**config.mk**
```make
export PLATFORM = sky130hd
export DESIGN_NAME = writeback_stage
export DESIGN_NICKNAME = d
export VERILOG_FILES = /design/src/rtl/wb_pkg.sv /design/src/rtl/load_aligner.sv /design/src/rtl/writeback_stage.sv
export SDC_FILE = /design/constraint.sdc
export NUM_CORES = 1
export LEC_CHECK = 0
export CORE_ASPECT_RATIO = 1.75
export CORE_MARGIN = 10
export CORE_UTILIZATION = 40
export DETAILED_ROUTE_END_ITERATION = 6
export PLACE_DENSITY = 0.7
export SETUP_SLACK_MARGIN = 0.15
export SYNTH_ARGS = -nofsm -noshare
export SYNTH_HDL_FRONTEND = slang
export SYNTH_SLANG_ARGS = --single-unit
```
**constraint.sdc**
```tcl
create_clock -name clk -period 5.19 [get_ports clk]
set_input_delay 1.038 -clock clk [delete_from_list [all_inputs] [get_ports clk]]
set_output_delay 1.038 -clock clk [all_outputs]
set_load 0.03 [all_outputs]
```
**src/rtl/wb_pkg.sv**
```systemverilog
// Shared write-back constants for the RV32I core.
// Result-source selects and load funct3 encodings, reused by decode.
package wb_pkg;

    localparam logic [1:0] WB_SEL_ALU  = 2'b00;
    localparam logic [1:0] WB_SEL_LOAD = 2'b01;
    localparam logic [1:0] WB_SEL_PC4  = 2'b10;

    localparam logic [2:0] F3_LB  = 3'b000;
    localparam logic [2:0] F3_LH  = 3'b001;
    localparam logic [2:0] F3_LW  = 3'b010;
    localparam logic [2:0] F3_LBU = 3'b100;
    localparam logic [2:0] F3_LHU = 3'b101;

endpackage

```
**src/rtl/load_aligner.sv**
```systemverilog
// Extracts and extends load data from an aligned little-endian word.
// Unsupported funct3 codes pass the raw word through.
module load_aligner
    import wb_pkg::*;
(
    input  logic [2:0]  funct3,
    input  logic [1:0]  offset,
    input  logic [31:0] word,
    output logic [31:0] value
);

    logic [7:0]  byte_v;
    logic [15:0] half_v;

    // Pick the addressed byte/halfword, then extend by load type
    always_comb begin
        byte_v = word[{offset, 3'b000} +: 8];
        half_v = offset[1] ? word[31:16] : word[15:0];
        value  = word;
        case (funct3)
            F3_LB:   value = {{24{byte_v[7]}}, byte_v};
            F3_LBU:  value = {24'h0, byte_v};
            F3_LH:   value = {{16{half_v[15]}}, half_v};
            F3_LHU:  value = {16'h0, half_v};
            F3_LW:   value = word;
            default: value = word;
        endcase
    end

endmodule

```
**src/rtl/writeback_stage.sv**
```systemverilog
// MEM/WB pipeline register, write-back mux and retired-instruction counter.
// All outputs come from registered state only.
module writeback_stage
    import wb_pkg::*;
#(
    parameter int DATA_W    = 32,
    parameter int REG_DEPTH = 32,
    localparam int AW       = $clog2(REG_DEPTH)
) (
    input  logic              clk,
    input  logic              reset,
    input  logic              stall,
    input  logic              flush,
    input  logic              mem_valid,
    input  logic              mem_reg_we,
    input  logic [AW-1:0]     mem_rd,
    input  logic [1:0]        mem_wb_sel,
    input  logic [2:0]        mem_funct3,
    input  logic [DATA_W-1:0] mem_alu_result,
    input  logic [DATA_W-1:0] mem_pc_plus4,
    input  logic [DATA_W-1:0] mem_load_word,
    output logic              we,
    output logic [DATA_W-1:0] Rin,
    output logic [AW-1:0]     D_addr,
    output logic              wb_valid,
    output logic              fwd_valid,
    output logic [AW-1:0]     fwd_addr,
    output logic [DATA_W-1:0] fwd_data,
    output logic [63:0]       instret
);

    logic              valid_q;
    logic              reg_we_q;
    logic [AW-1:0]     rd_q;
    logic [1:0]        wb_sel_q;
    logic [2:0]        funct3_q;
    logic [DATA_W-1:0] alu_q;
    logic [DATA_W-1:0] pc4_q;
    logic [DATA_W-1:0] word_q;
    logic [63:0]       instret_q;
    logic [DATA_W-1:0] load_v;
    logic [DATA_W-1:0] rin_v;

    // WB register: reset > flush > stall > capture; count leaving instrs
    always_ff @(posedge clk) begin
        if (reset) begin
            valid_q   <= 1'b0;
            reg_we_q  <= 1'b0;
            rd_q      <= '0;
            wb_sel_q  <= '0;
            funct3_q  <= '0;
            alu_q     <= '0;
            pc4_q     <= '0;
            word_q    <= '0;
            instret_q <= '0;
        end else begin
            if (valid_q && !stall)
                instret_q <= instret_q + 64'd1;
            if (flush) begin
                valid_q  <= 1'b0;
                reg_we_q <= 1'b0;
            end else if (!stall) begin
                valid_q  <= mem_valid;
                reg_we_q <= mem_reg_we;
                rd_q     <= mem_rd;
                wb_sel_q <= mem_wb_sel;
                funct3_q <= mem_funct3;
                alu_q    <= mem_alu_result;
                pc4_q    <= mem_pc_plus4;
                word_q   <= mem_load_word;
            end
        end
    end

    load_aligner u_align (
        .funct3 (funct3_q),
        .offset (alu_q[1:0]),
        .word   (word_q),
        .value  (load_v)
    );

    // Write-back source select; reserved code falls back to ALU
    always_comb begin
        rin_v = alu_q;
        case (wb_sel_q)
            WB_SEL_LOAD: rin_v = load_v;
            WB_SEL_PC4:  rin_v = pc4_q;
            default:     rin_v = alu_q;
        endcase
    end

    assign we        = valid_q & reg_we_q & (rd_q != '0);
    assign Rin       = rin_v;
    assign D_addr    = rd_q;
    assign wb_valid  = valid_q;
    assign fwd_valid = we;
    assign fwd_addr  = rd_q;
    assign fwd_data  = rin_v;
    assign instret   = instret_q;

endmodule

```
* Yosys cells after proc, flatten, opt, wreduce, memory -nomap -nowiden
Cells that the tools add are included.
** Word-level totals
- Input bits :: 112
- Memory bits (read-only) :: 0
- Bits in registers :: 172
- Memories kept :: 0
- Memory bits (writable) :: 0
- Bits in latches :: 0
** Operators by class
- Multiply operators :: 0
- Equality and inequality tests :: 5
- Divide/modulo/power cells :: 0
- $lt $le $gt $ge :: 0
- Add/subtract/negate cells :: 1
- Reduce and logical (&&, ||, !) cells :: 6
- Muxes and demuxes :: 3
- Shift operators :: 1
- Bitwise operators :: 4
** Operator list (number)
- $pmux W32 S4 :: 1
- $add A64 B1 Y64 const B :: 1
- $pmux W32 S2 :: 1
- $shiftx A32 B6 Y8 :: 1
- $mux W16 :: 1
- $eq A3 B3 Y1 const B :: 2
- $reduce_bool A5 Y1 :: 1
- $eq A3 B1 Y1 const B :: 1
- $logic_not A3 Y1 :: 1
- $and A1 B1 Y1 :: 2
- $eq A2 B1 Y1 const B :: 1
- $eq A2 B2 Y1 const B :: 1
- $not A1 Y1 :: 2
- $reduce_and A2 Y1 :: 1
- $reduce_or A2 Y1 :: 1
- $logic_and A1 B1 Y1 :: 1
- $logic_not A1 Y1 :: 1

* Logic depth before layout (Yosys ltp)
- Word-level depth :: 3
- Gate-level depth with buffers :: 8
- Depth with buffers taken out :: 6

* Cells and area by module
A second synthesis with hierarchy kept.
** Second synthesis, totals
- Cells, all modules :: 1094
- Area total of the unflattened synthesis :: 8501.9 um^2
** By module, submodules not included
- writeback_stage :: area an instance 7656.1 um^2, instances 1, cells an instance 998, sequential area each 3443.3 um^2
- load_aligner :: area an instance 845.8 um^2, instances 1, cells an instance 96, sequential area each 0.0 um^2

* Least setup slack after synthesis
Ideal clock, no wire load.
- Path kind :: reg-to-output
- From :: reg wb_sel_q[1]
- To :: out fwd_data[17]
- Slack :: 1.813 ns
- Cell stages (with the launch flop) :: 9
- Path buffers :: 3
- Required time :: 4.152 ns
- Arrival :: 2.339 ns
- Path through :: dfxtp_1 -> inv_1 -> ha_1 -> clkbuf_1 -> nor2b_1 -> o21ai_1 -> clkbuf_1 -> o221ai_1 -> buf_4
** Between the ends
- Word-level cells in the longest chain between the ends :: 2
- Elaborated cells between the ends (all ways) :: 3
- Those cells by class :: eq/ne: 2; mux: 1
** RTL lines
- start, declared :: line writeback_stage.sv:35 : logic [1:0] wb_sel_q;
- start signal, assigned :: line writeback_stage.sv:66 : wb_sel_q <= mem_wb_sel;
- $eq A2 B2 Y1 / $eq A2 B1 Y1 (equally long branches) :: line writeback_stage.sv:85 : case (wb_sel_q)
- $pmux W32 S2 * :: line writeback_stage.sv:85
- end, declared :: line writeback_stage.sv:28 : output logic [DATA_W-1:0] fwd_data,
Every way passes the cells marked *; elsewhere a longest branch is shown, timed or not.

* Final worst setup path
- From :: reg wb_sel_q[1]
- To :: out Rin[26]
** Between the ends
- Word-level cells in the longest chain between the ends :: 2
- Elaborated cells between the ends (all ways) :: 3
- Those cells by class :: eq/ne: 2; mux: 1
** RTL lines
- $eq A2 B2 Y1 / $eq A2 B1 Y1 (equally long branches) :: line writeback_stage.sv:85
- $pmux W32 S2 * :: line writeback_stage.sv:85
- end, declared :: line writeback_stage.sv:23 : output logic [DATA_W-1:0] Rin,
Marked as above.

==> metrics.json <==
{
  "synth_largest_type_area_fraction": {"value": 0.421},
  "clock_buffer_depth": {"value": 2},
  "place.gp.congestion": {"value": 0.907},
  "first_global_vias": {"value": 8073},
  "synth_cell_type_count": {"value": 46},
  "design.core.area": {"value": 20200, "unit": "um^2"},
  "multiInputGateArea": {"value": 4190, "unit": "um^2"},
  "initial_core_util": {"value": 0.405},
  "root_buffer": {"value": "sky130_fd_sc_hd__clkbuf_16"},
  "io_buffers": {"value": 252},
  "drt_first_iter_violations": {"value": 516},
  "report.final.slew_viol_count": {"value": 0},
  "synth-seq-cells": {"value": 172},
  "syn_avg_cell_area": {"value": 7.66, "unit": "um^2"},
  "drive_above_1_share": {"value": 0.0555},
  "timing.reg2reg.setup_slack": {"value": 2.44, "unit": "ns"},
  "cellPowerDensity": {"value": 290, "unit": "nW/um^2"},
  "kind_of_launch_point_of_the_worst_setup_path": {"value": "register"},
  "worst_setup_hold_path_clk_slew": {"value": 0.07, "unit": "ns"},
  "ys_seq_area_frac": {"value": 0.421},
  "final_period_minus_worst_setup_slack": {"value": 4.24, "unit": "ns"},
  "detailedPlacementHpwl": {"value": 21300, "unit": "um"},
  "r2r_end": {"value": "instret[63]"},
  "detailedRoute.firstPassIterationCount": {"value": 5},
  "crit-reg2reg-launch": {"value": "wb_valid"},
  "hold_path.class": {"value": "register to register"},
  "sum_of_internal_switching_and_leakage_power": {"value": 3.27, "unit": "mW"},
  "grt_setup_unrepaired": {"value": "no"},
  "grt_max_degree": {"value": 132},
  "post_cts.repair.setup_buffers": {"value": 0},
  "crit_required": {"value": 4.15, "unit": "ns"},
  "numPlacedInstances": {"value": 1477},
  "syn_inst": {"value": 1068},
  "tritoncts_clock_tree": {"value": "yes"},
  "finalSetupTns": {"value": 0, "unit": "ns"},
  "max_fanout_on_critical_path": {"value": 16},
  "routed-via-count": {"value": 8134},
  "setup-violations-final": {"value": 0},
  "die_width": {"value": 128, "unit": "um"},
  "synth_enable_flop_cells": {"value": 0},
  "fillers": {"value": 1914},
  "ant_nets": {"value": 0},
  "cts_buffers": {"value": 17},
  "postCtsHoldBufs": {"value": 0},
  "reg2regPathDepth": {"value": 5},
  "finalHoldViolations": {"value": 0},
  "timing.critical_path.to_type": {"value": "output port"},
  "final_cell_count_no_fill": {"value": 1513},
  "ys.warnings.count": {"value": 0},
  "timing.final.ws_setup": {"value": 0.946, "unit": "ns"},
  "net_count_after_synthesis": {"value": 1183},
  "post_drt_via_cell_ratio": {"value": 5.38},
  "status": {"value": "finished, final reports clean"},
  "synth_top_cell_by_area": {"value": "sky130_fd_sc_hd__dfxtp_1"},
  "drcViolationCount": {"value": 0},
  "clock_sinks": {"value": 172},
  "total_leakage_power": {"value": 3.80, "unit": "nW"},
  "irDropWorstVdd": {"value": 263, "unit": "uV"},
  "pre_cts_ws": {"value": 1.30, "unit": "ns"},
  "fp.dieH": {"value": 209, "unit": "um"},
  "io_pins": {"value": 253},
  "cts-resized-gates": {"value": 0},
  "ys.flop_type": {"value": "sky130_fd_sc_hd__dfxtp_1"},
  "layout-area-overhead-vs-synth": {"value": 37.8, "unit": "%"},
  "final_min_period_over_clock_period": {"value": 0.818},
  "route.final.wire_length": {"value": 28900, "unit": "um"},
  "synth_top_cells_by_area": {"value": "sky130_fd_sc_hd__dfxtp_1 (42%), sky130_fd_sc_hd__nand2_1 (14%), sky130_fd_sc_hd__a21oi_1 (8.6%)"},
  "grt_first_pass_wirelength": {"value": 44100, "unit": "um"},
  "ys_async_sr_fraction": {"value": 0},
  "sequential_cell_area": {"value": 3440, "unit": "um^2"},
  "nNetsFinal": {"value": 1363},
  "ctsHtreeMaxLevel": {"value": 4},
  "finClkSkew": {"value": 0.00989, "unit": "ns"},
  "rows": {"value": 69},
  "grt_remaining_overflow": {"value": 0},
  "maxCapViolCount": {"value": 0},
  "die_area": {"value": 26800, "unit": "um^2"},
  "final_core_util": {"value": 0.558},
  "worstPathArrival": {"value": 3.21, "unit": "ns"},
  "worstSetupPathType": {"value": "register to output port"},
  "avgRoutedWirePerCell": {"value": 19.1, "unit": "um"},
  "worst_max_slew_margin_expressed_relative_to_the_limit": {"value": 0.333},
  "maxClockFrequency": {"value": 0.236, "unit": "GHz"},
  "clock_network_latency_to_the_later_pin_of_the_worst_skew_pair": {"value": 0.44, "unit": "ns"},
  "synthesis.area": {"value": 8180, "unit": "um^2"},
  "globalRouteTotalUtil": {"value": 0.207},
  "crit_path_end": {"value": "Rin[26]"},
  "critical_path.startpoint": {"value": "wb_sel_q[1]"},
  "max_slew.worst_pin.slew": {"value": 1.00, "unit": "ns"},
  "antenna_found_initial": {"value": 5}
}
[per-stage QoR]
step	area (um^2)	hold slack (ns)
final	11300	0.453
after global routing	11300	0.472
after CTS	11300	0.455
after detailed placement	10600	0.446
after global placement	10600	0.438
after floorplan	8180	0.433
[Yosys cell counts (2+ instances only)]
library cell / count
sky130_fd_sc_hd__o221ai_1: 31
sky130_fd_sc_hd__nand2b_1: 4
sky130_fd_sc_hd__or4_4: 2
sky130_fd_sc_hd__mux2i_1: 6
sky130_fd_sc_hd__nand2_1: 297
sky130_fd_sc_hd__o21ai_0: 31
sky130_fd_sc_hd__dfxtp_1: 172
sky130_fd_sc_hd__xor2_1: 21
sky130_fd_sc_hd__buf_4: 38
sky130_fd_sc_hd__inv_1: 6
sky130_fd_sc_hd__nor3_1: 14
sky130_fd_sc_hd__nand3b_1: 2
sky130_fd_sc_hd__mux2_2: 15
sky130_fd_sc_hd__buf_1: 6
sky130_fd_sc_hd__and4_1: 3
sky130_fd_sc_hd__or3_1: 16
sky130_fd_sc_hd__buf_6: 2
sky130_fd_sc_hd__nor2b_1: 5
sky130_fd_sc_hd__and3_1: 5
sky130_fd_sc_hd__nor4_4: 3
sky130_fd_sc_hd__nor3_2: 2
sky130_fd_sc_hd__nor4_1: 10
sky130_fd_sc_hd__a21oi_1: 140
sky130_fd_sc_hd__ha_1: 3
sky130_fd_sc_hd__o31ai_1: 9
sky130_fd_sc_hd__nand4_1: 33
sky130_fd_sc_hd__nor2_1: 78
sky130_fd_sc_hd__or4_1: 9
sky130_fd_sc_hd__clkbuf_1: 53
sky130_fd_sc_hd__nand4b_1: 2
sky130_fd_sc_hd__mux2_1: 3
sky130_fd_sc_hd__nand3_1: 20
sky130_fd_sc_hd__xnor2_1: 14
[cells by family (layout without fill, tap and decap cells)]
| kind of cell | after synthesis | count (layout) | share of synthesized area |
|---|---|---|---|
| AND/OR/NAND/NOR | 511 | 511 | 0.285 |
| AO/OA/AOI/OAI | 216 | 216 | 0.151 |
| buffers and inverters | 107 | 300 | 0.0685 |
| other | 0 | 4 | 0 |
| flip-flops | 172 | 172 | 0.421 |
| adder cells (fa/ha/maj) | 3 | 3 | 0.00459 |
| XOR/XNOR | 35 | 35 | 0.0375 |
| multiplexers | 24 | 24 | 0.0321 |
[cell type report]
class,instances,share of cell area
clock inverters,13,0.0209
multi-input cells,789,0.372
repair buffers,261,0.231
well taps,248,0.0275
diodes,4,0.000888
flip-flops and latches,172,0.306
clock buffers,19,0.0402
inverters,7,0.00233
[sequential cells by signal, indices dropped and copies added, names as in the netlist, 2 cells and up]
signal,count
D_addr,5
alu_q,32
funct3_q,3
instret,64
pc4_q,32
wb_sel_q,2
word_q,32
[placed cells by master (no fill, tap or decap), drive strengths merged, types with 2 or more instances in the layout]
cell type / synthesis / final
a21oi: 140 / 140
and3: 5 / 5
and4: 3 / 3
buf: 47 / 10
bufinv: 0 / 6
clkbuf: 53 / 19
clkdlybuf4s50: 0 / 251
clkinv: 1 / 4
dfxtp: 172 / 172
diode: 0 / 4
ha: 3 / 3
inv: 6 / 9
mux2: 18 / 18
mux2i: 6 / 6
nand2: 297 / 297
nand2b: 4 / 4
nand3: 21 / 21
nand3b: 2 / 2
nand4: 34 / 34
nand4b: 2 / 2
nor2: 78 / 78
nor2b: 5 / 5
nor3: 16 / 16
nor4: 14 / 14
o21ai: 32 / 32
o221ai: 31 / 31
o31ai: 9 / 9
or3: 16 / 16
or4: 11 / 11
xnor2: 14 / 14
xor2: 21 / 21
[critical path: stages (launching register included)]
cell	delay (ns)
sky130_fd_sc_hd__dfxtp_1	0.33
sky130_fd_sc_hd__inv_1	0.06
sky130_fd_sc_hd__ha_1	0.30
sky130_fd_sc_hd__nor2b_1	0.60
sky130_fd_sc_hd__o21ai_1	0.15
sky130_fd_sc_hd__buf_4	0.24
sky130_fd_sc_hd__o221ai_1	0.35
sky130_fd_sc_hd__clkdlybuf4s50_1	0.76
[report_power, final]
part	switching (mW)	internal, mW
combinational	0.215	0.177
sequential	0.0306	1.36
clock	0.555	0.934
total	0.801	2.47
[how the worst min path moves through the flow]
stage               startpoint        end  cells past startpoint
global route         alu_q[26]  alu_q[26]                      2
finish                alu_q[5]   alu_q[5]                      2
floorplan             alu_q[2]   alu_q[2]                      2
global placement      alu_q[5]   alu_q[5]                      2
detailed placement    alu_q[5]   alu_q[5]                      2
CTS                   alu_q[5]   alu_q[5]                      2
[per-layer routing]
metal,global-route usage,share of wire
met5,0,0.00041
met4,0.0900,0.029
met1,0.208,0.36
met2,0.378,0.54
met3,0.0623,0.068
Power figures use the tool's default switching activity.
==> patch: new RTL, same flow settings <==
Set the parameter `REG_DEPTH` to 16 (it was 32).
--- a/src/rtl/writeback_stage.sv
+++ b/src/rtl/writeback_stage.sv
@@ -4,7 +4,7 @@
     import wb_pkg::*;
 #(
     parameter int DATA_W    = 32,
-    parameter int REG_DEPTH = 32,
+    parameter int REG_DEPTH = 16,
     localparam int AW       = $clog2(REG_DEPTH)
 ) (
     input  logic              clk,
Ports: changed (resized D_addr, fwd_addr and mem_rd); port bits go from 253 to 250. No check against the original RTL was run, so the function may have changed too.
==> patch against the original RTL <==
- critical path depth fell by 1
- design area shrank 2.1%
- wire length fell by 1.9%
- die area decreased by 1.7%
- sequential cell count fell by 1
- setup slack lost 0.096 ns
- non-clock buffer count shrank 3
- total power down 3.4%
- area after synthesis shrank 1.9%
- utilization increased by 0.085 points
- largest cell class unchanged
- largest power group unchanged
==> patch: results (changes against the original RTL) <==
place:
  dpl.hpwl_um: 21000  # -1.2%
  dpl.cell_count: 1449  # -1.9%
  dpl_worst_slack_ns: 1.02  # -0.281 ns
  port_buffers: 249  # -1.2%
  placed_cell_area_sq_mm: 0.0104  # -1.8%
  gp_congestion: 0.910  # +0.36%
detailed_routing:
  vias: 8077  # -0.70%
  wl_um: 28400  # -1.9%
  drt_iter0_drc: 600  # +16%
logic_synthesis:
  synthDistinctLibCells: 38  # -17%
  synthTopCellsByArea: "dfxtp_1 43%, nand2_1 14%, a21oi_1 8.8%"
  ys_seq_area_frac: 0.427  # +0.00578
  async_flop_share: 0  # unchanged
  synth_common_cells: "289 x nand2_1, 171 x dfxtp_1, 141 x a21oi_1"
  syn_nets: 1160  # -1.9%
  avgSynthCellArea_sq_um: 7.67  # +0.14%
power:
  ir_worst_vdd_v: 0.000191  # -27%
  leakage_nw: 3.75  # -1.2%
critical_path:
  arrival_ns: 3.30  # +0.09 ns
cts:
  htree_levels: 4  # unchanged
grt:
  grt_pass1_wl_um: 44200  # +0.17%
  grt_use_total: 0.208  # +0.00169
  antenna_found_initial: 2  # -3
  grt_max_degree: 102  # -23%
  grt_pass1_vias: 7908  # -2.0%
timing:
  min_period_ns: 4.34  # +0.0963 ns
  clock_skew_ns: 0.00654  # -0.00335 ns
run_status:
  status: "completed"
finish:
  num-fill-cells: 1870  # -2.3%
  fin_nets: 1337  # -1.9%
  seq_area_sq_mm: 0.00342  # -0.58%
  drive_above_1_share: 0.0575  # +0.00198
patch: kinds of logic (layout without fill, tap and decap cells):
family | count (synthesis) | count (layout) | share of synthesized area
AND/OR/NAND/NOR | 485 | 485 | 0.275
XOR/XNOR | 37 | 37 | 0.0404
other | 0 | 2 | 0
multiplexers | 21 | 21 | 0.0285
buffers and inverters | 112 | 301 | 0.0716
adder cells (fa/ha/maj) | 3 | 3 | 0.00468
AO/OA/AOI/OAI | 217 | 217 | 0.153
flip-flops | 171 | 171 | 0.427
patch: path summary, 6_finish.rpt:
check | depth (start not counted) | to | startpoint
setup / recovery | 6 | Rin[30] | alu_q[1]
setup reg to reg | 5 | instret[62] | instret[14]
hold reg to reg | 2 | alu_q[4] | alu_q[4]
hold / removal | 2 | alu_q[4] | alu_q[4]
patch: stage by stage:
stage | hold slack [ns] | power, mW
floorplan | 0.433 | 1.62
global placement | 0.440 | 1.79
detailed placement | 0.444 | 1.80
CTS | 0.453 | 3.18
global route | 0.469 | 3.26
finish | 0.456 | 3.16
patch: area by class of cell:
| type | count | area share |
|---|---|---|
| Tap cell | 245 | 0.0278 |
| Multi-Input combinational cell | 763 | 0.366 |
| Timing Repair Buffer | 258 | 0.233 |
| Clock inverter | 6 | 0.0120 |
| Sequential cell | 171 | 0.310 |
| Clock buffer | 25 | 0.0458 |
| Inverter | 12 | 0.00408 |
| Antenna cell | 2 | 0.000454 |
patch: routing by layer:
| metal | track usage | part of all wire |
|---|---|---|
| met2 | 0.379 | 0.55 |
| met5 | 0 | 0 |
| met1 | 0.211 | 0.36 |
| met3 | 0.0626 | 0.063 |
| met4 | 0.0916 | 0.032 |
patch: power groups by stage:
| stage | registers, mW | clock network [mW] | logic, mW |
|---|---|---|---|
| final | 1.38 | 1.39 | 0.390 |
| after global routing | 1.38 | 1.46 | 0.418 |
| after CTS | 1.38 | 1.41 | 0.391 |
| after detailed placement | 1.41 | 0 | 0.389 |
| after global placement | 1.41 | 0 | 0.386 |
| after floorplan | 1.40 | 0 | 0.220 |
patch: what timing repair did:
| item | 4_1_cts | 5_1_grt |
|---|---|---|
| hold buffers | 0 | 0 |
| resized for setup | 0 | 1 |
| setup endpoints to repair | 0 | 2 |
patch: worst max-delay path, cell delays in order, from the launching register on:
cell	delay, ns
dfxtp_1	0.61
mux2_2	0.42
nor3_1	0.17
nor3_1	0.09
o21ai_2	0.59
o221ai_1	0.32
clkdlybuf4s50_1	0.67
